File: config.mk
export PLATFORM = sky130hd
export DESIGN_NAME = jk_excite_driver
export DESIGN_NICKNAME = d
export VERILOG_FILES = /design/src/rtl/jk_pkg.sv /design/src/rtl/jk_excite.sv /design/src/rtl/jk_excite_driver.sv
export SDC_FILE = /design/constraint.sdc
export NUM_CORES = 1
export LEC_CHECK = 0
export CAP_MARGIN = 20
export CORE_MARGIN = 2
export CORE_UTILIZATION = 46
export DETAILED_ROUTE_END_ITERATION = 10
export PLACE_DENSITY = 0.77
export RECOVER_POWER = 25
export SKIP_LAST_GASP = 1
export SYNTH_ARGS = -nofsm -noshare
export SYNTH_HDL_FRONTEND = slang
export SYNTH_SLANG_ARGS = --single-unit
File: constraint.sdc
create_clock -name clk -period 1.6 [get_ports clk]
set_input_delay 0.24 -clock clk [delete_from_list [all_inputs] [get_ports clk]]
set_output_delay 0.24 -clock clk [all_outputs]
set_load 0.005 [all_outputs]
File: src/rtl/jk_pkg.sv
// ============================================================================
// Module      : jk_pkg
// Description : Shared op encodings, FSM states and default widths for the
//               JK excitation driver.
// Revision    : 1.0
// ============================================================================
`default_nettype none

package jk_pkg;

  localparam int DEF_WIDTH = 8;
  localparam int DEF_ERR_W = 8;

  typedef enum logic [1:0] {
    OP_LOAD = 2'b00,
    OP_SET  = 2'b01,
    OP_CLR  = 2'b10,
    OP_TOG  = 2'b11
  } op_e;

  typedef enum logic [1:0] {
    IDLE  = 2'd0,
    DRIVE = 2'd1,
    CHECK = 2'd2
  } state_e;

endpackage

`default_nettype wire

File: src/rtl/jk_excite.sv
// ============================================================================
// Module      : jk_excite
// Description : Combinational JK excitation table: cur/tgt -> per-bit J/K.
// Revision    : 1.0
// ============================================================================
`default_nettype none

module jk_excite
  import jk_pkg::*;
#(
  parameter int WIDTH = DEF_WIDTH
) (
  input  logic [WIDTH-1:0] i_cur,
  input  logic [WIDTH-1:0] i_tgt,
  input  logic             i_tog_mode,
  input  logic [WIDTH-1:0] i_mask,
  output logic [WIDTH-1:0] o_j,
  output logic [WIDTH-1:0] o_k
);

  always_comb begin
    o_j = '0;
    o_k = '0;
    if (i_tog_mode) begin
      // J=K=1 drives the flop's own toggle mode on every masked bit
      o_j = i_mask;
      o_k = i_mask;
    end else begin
      o_j = i_tgt & ~i_cur;
      o_k = i_cur & ~i_tgt;
    end
  end

endmodule

`default_nettype wire

File: src/rtl/jk_excite_driver.sv
// ============================================================================
// Module      : jk_excite_driver
// Description : Turns LOAD/SET/CLR/TOG requests into one-cycle J/K pulses for a
//               JK flop bank, mirrors its state and checks q feedback.
// Revision    : 1.0
// ============================================================================
`default_nettype none

module jk_excite_driver
  import jk_pkg::*;
#(
  parameter int WIDTH = DEF_WIDTH,
  parameter int ERR_W = DEF_ERR_W
) (
  input  logic             clk,
  input  logic             rst,
  input  logic             req_valid,
  output logic             req_ready,
  input  logic [1:0]       req_op,
  input  logic [WIDTH-1:0] req_data,
  output logic [WIDTH-1:0] j,
  output logic [WIDTH-1:0] k,
  input  logic [WIDTH-1:0] q_fb,
  output logic [WIDTH-1:0] expected,
  output logic             done,
  output logic             mismatch,
  output logic [ERR_W-1:0] err_count
);

  state_e           r_state;
  state_e           w_next;
  logic [WIDTH-1:0] r_j;
  logic [WIDTH-1:0] r_k;
  logic [WIDTH-1:0] r_expected;
  logic [WIDTH-1:0] r_target;
  logic [ERR_W-1:0] r_err;
  logic [WIDTH-1:0] w_target;
  logic [WIDTH-1:0] w_j;
  logic [WIDTH-1:0] w_k;
  logic             w_tog;
  logic             w_mismatch;

  always_comb begin
    w_target = r_expected;
    case (op_e'(req_op))
      OP_LOAD: w_target = req_data;
      OP_SET:  w_target = r_expected | req_data;
      OP_CLR:  w_target = r_expected & ~req_data;
      OP_TOG:  w_target = r_expected ^ req_data;
      default: w_target = r_expected;
    endcase
  end

  assign w_tog = (op_e'(req_op) == OP_TOG);

  jk_excite #(
    .WIDTH (WIDTH)
  ) u_excite (
    .i_cur      (r_expected),
    .i_tgt      (w_target),
    .i_tog_mode (w_tog),
    .i_mask     (req_data),
    .o_j        (w_j),
    .o_k        (w_k)
  );

  always_comb begin
    w_next = r_state;
    case (r_state)
      IDLE:    if (req_valid) w_next = DRIVE;
      DRIVE:   w_next = CHECK;
      CHECK:   w_next = IDLE;
      default: w_next = IDLE;
    endcase
  end

  always_ff @(posedge clk) begin
    if (rst) r_state <= IDLE;
    else     r_state <= w_next;
  end

  assign w_mismatch = (r_state == CHECK) && (q_fb != r_expected);

  // Excitation is computed at acceptance so j/k are registered during DRIVE
  always_ff @(posedge clk) begin
    if (rst) begin
      r_j        <= '0;
      r_k        <= '0;
      r_expected <= '0;
      r_target   <= '0;
      r_err      <= '0;
    end else begin
      case (r_state)
        IDLE: begin
          if (req_valid) begin
            r_target <= w_target;
            r_j      <= w_j;
            r_k      <= w_k;
          end
        end
        DRIVE: begin
          r_j        <= '0;
          r_k        <= '0;
          r_expected <= r_target;
        end
        CHECK: begin
          if (w_mismatch) begin
            r_expected <= q_fb;
            if (r_err != {ERR_W{1'b1}}) r_err <= r_err + ERR_W'(1);
          end
        end
        default: begin
          r_j <= '0;
          r_k <= '0;
        end
      endcase
    end
  end

  assign req_ready = (r_state == IDLE);
  assign done      = (r_state == CHECK);
  assign mismatch  = w_mismatch;
  assign j         = r_j;
  assign k         = r_k;
  assign expected  = r_expected;
  assign err_count = r_err;

endmodule

`default_nettype wire

==> reports/qor.txt, run 1 <==
Placer Congestion -> 0.858
die area -> 0.00620 mm²
Avg Cell Area, Syn -> 8.45 µm²
combinational share of power -> 31.6%
Avg Vias per Cell -> 5.74
final setup fails -> 10
Post-Syn Nets -> 342
crit path max fanout -> 3
CP max stage delay -> 530 ps
Initial DRC Count -> 172
Synth async-reset ratio -> 0%
dpl hpwl -> 5.43 mm
Global Route Usage Sum -> 25.8%
Post-synth EDFFs -> 0
buffer and inverter count on the worst path -> 1
Area contributors post-synth -> dfxtp_1 33%, ha_1 8.3%, mux4_2 7.0%, nand2_1 5.6%, nor2_1 4.1%
critical path capture point type -> flop
die height -> 78.7 µm
max-slew violations -> 0
placed cells -> 467
max-cap violation count -> 0
flops & latches, synth -> 42
sequential share of the synthesized area -> 32.7%
Placeable Area -> 0.00544 mm²
H-Tree Depth -> 2
total gr overflow -> 0
DP Area -> 0.00362 mm²
cell taking the most area after synthesis -> dfxtp_1
I/O Buffers -> 55
most frequent cells in the layout -> 53 x buf_4, 38 x nand2_1, 31 x clkdlybuf4s50_1, 29 x dfxtp_1, 25 x nor2_1
Hold Buf Count CTS -> 0
P_leak -> 1.71 nW
IO Pins -> 56
ys flop type -> dfxtp_1
Seq pwr share -> 41.7%
Switching Fraction -> 31.1%
vias in the first global route -> 2650
Int Pwr -> 1.93 mW
Hold Crit Class -> in -> reg
Clock Sinks -> 42
initial antenna violation count -> 0
Synthesis Warnings -> 0
Crit path arrival time -> 2020 ps
unrepaired setup endpoints after global routing -> yes
area of the mapped netlist -> 0.00257 mm²
sw power -> 0.873 mW
startpoint class of the critical path -> flop
cell chain of the critical path -> inv_4 > ha_4 > mux4_2 > o31ai_2 > a22o_1
pin count of the biggest net entering global routing -> 30
area grow syn2layout -> 62.0%
commonest non-fill, non-tap cell in the layout -> buf_4
final hold vios -> 0
ANT nets after route -> 0
Tcrit/Tclk final -> 111%
Final WS setup -> -177 ps
Final Non-Filler Cells -> 483
Clk pwr share -> 26.7%
DRC viols -> 0
slowest stage cell, crit path -> mux4_2
clock tree from TritonCTS -> built
Fill cells -> 344
Worst-path clk slew -> 90 ps
first-pass GRT wire length -> 12.6 mm
Max clock buf depth -> 2
Root Driver -> clkbuf_8
Avg WL per Cell -> 18.1 µm
Syn Inst Count -> 304
DP Worst Slack -> -460 ps
Fin Clk Skew -> 8.52 ps
Die Wd -> 78.7 µm
Worst-Margin Slew -> 425 ps
initial core utilization -> 47.2%
top cell type's share of synthesized area -> 32.7%
total power -> 2.81 mW
normalized max-slew margin -> 71.7%
Skew-Pair Late Insertion Delay -> 310 ps
routed vias -> 2772
FP Rows -> 27
Final min period -> 1780 ps
Cell Pwr Density -> 675 mW/mm²
setup TNS -> -418 ps
status -> finished with violations
WL final -> 8.74 mm
antenna cells -> 0
post-route cell area -> 0.00416 mm²
WP data required -> 1840 ps
count of different cell masters after synthesis -> 38
delay-heaviest family, CP -> multiplexers
failing checks -> negative setup slack
fraction of layout instances using a drive strength above 1 -> 37.2%
worst ir drop on vdd -> 414 µV
clock buffer count from CTS -> 5
Layout Nets -> 448
Max Fclk -> 563 MHz
Pre-Repair DR Iteration Count -> 5
crit path kind -> reg -> reg
## power groups by stage
stage                     clock network [mW]  logic, mW  registers, mW
after global routing                   0.789      0.949           1.18
after CTS                              0.750      0.790           1.16
after floorplan                            0      0.356           1.18
after global placement                     0      0.699           1.18
after detailed placement                   0      0.727           1.18
final                                  0.750      0.886           1.17
## synthesized netlist by cell type (9+ instances only)
| cell type | count |
|---|---|
| inv_1 | 26 |
| ha_1 | 17 |
| a211oi_1 | 9 |
| mux2i_1 | 9 |
| dfxtp_1 | 42 |
| nor2_1 | 28 |
| nor3_1 | 14 |
| nand2_1 | 38 |
| o21ai_0 | 9 |
| clkbuf_1 | 13 |
## kinds of logic after synthesis
family	after synthesis	share of synthesized area, %
simple gates	105	19.0
compound gates	63	18.0
buf+inv	50	7.89
flops	42	32.7
mux	19	11.4
fa+ha+maj	17	8.28
xor+xnor	8	2.73
## final timing paths
| path | startpoint | endpoint | slack (ps) | cells after the start |
|---|---|---|---|---|
| setup / recovery | expected[5] | k[5] | -180 | 5 |
| hold reg to reg | j[1] | j[1] | 460 | 2 |
| hold / removal | q_fb[2] | expected[2] | 300 | 2 |
| setup reg to reg | expected[5] | k[5] | -180 | 5 |
## sequential cells by signal, indices dropped and copies added (netlist names)
signal,count
r_state,2
j,8
err_count,8
k,8
r_target,8
expected,8
## per-stage QoR
step	utilization, %	hold WS [ps]
2_1_floorplan	-	410
3_3_place_gp	66.6	440
3_5_place_dp	66.6	444
4_1_cts	72.0	379
5_1_grt	76.5	316
6_report	76.5	296
## layer usage
| layer | up-vias | track usage, % | part of all wire (%) |
|---|---|---|---|
| met5 | - | 0 | 0 |
| li1 | 1281 | - | - |
| met3 | 36 | 3.98 | 5.4 |
| met4 | 0 | 10.5 | 4.5 |
| met1 | 1343 | 31.2 | 38 |
| met2 | 112 | 45.7 | 52 |
## cell type report
type                       instances  area [µm²]  area share (%)
clock buffer                       7        86.3            2.08
inverter                          27         109            2.62
tap                               72        90.1            2.17
sequential                        42         875            21.0
multi-input combinational        212        1840            44.2
timing repair buffer             122        1150            27.8
clock inverter                     1        5.00           0.120
## repair_timing
item,4_1_cts,5_1_grt
setup endpoints to repair,33,40
gates resized for setup,70,48
buffers inserted,6,2
pin swaps,18,15
cloned,0,1
Power figures use the tool's default switching activity.
==> run 2: changes to the inputs <==
--- a/config.mk
+++ b/config.mk
@@ -9,6 +9,7 @@
 export CORE_MARGIN = 2
 export CORE_UTILIZATION = 46
 export DETAILED_ROUTE_END_ITERATION = 10
+export GPL_ROUTABILITY_DRIVEN = 0
 export PLACE_DENSITY = 0.77
 export RECOVER_POWER = 25
 export SKIP_LAST_GASP = 1
==> results of run 2 <==
The final DEF is identical to that of run 1; final timing and power are the same.
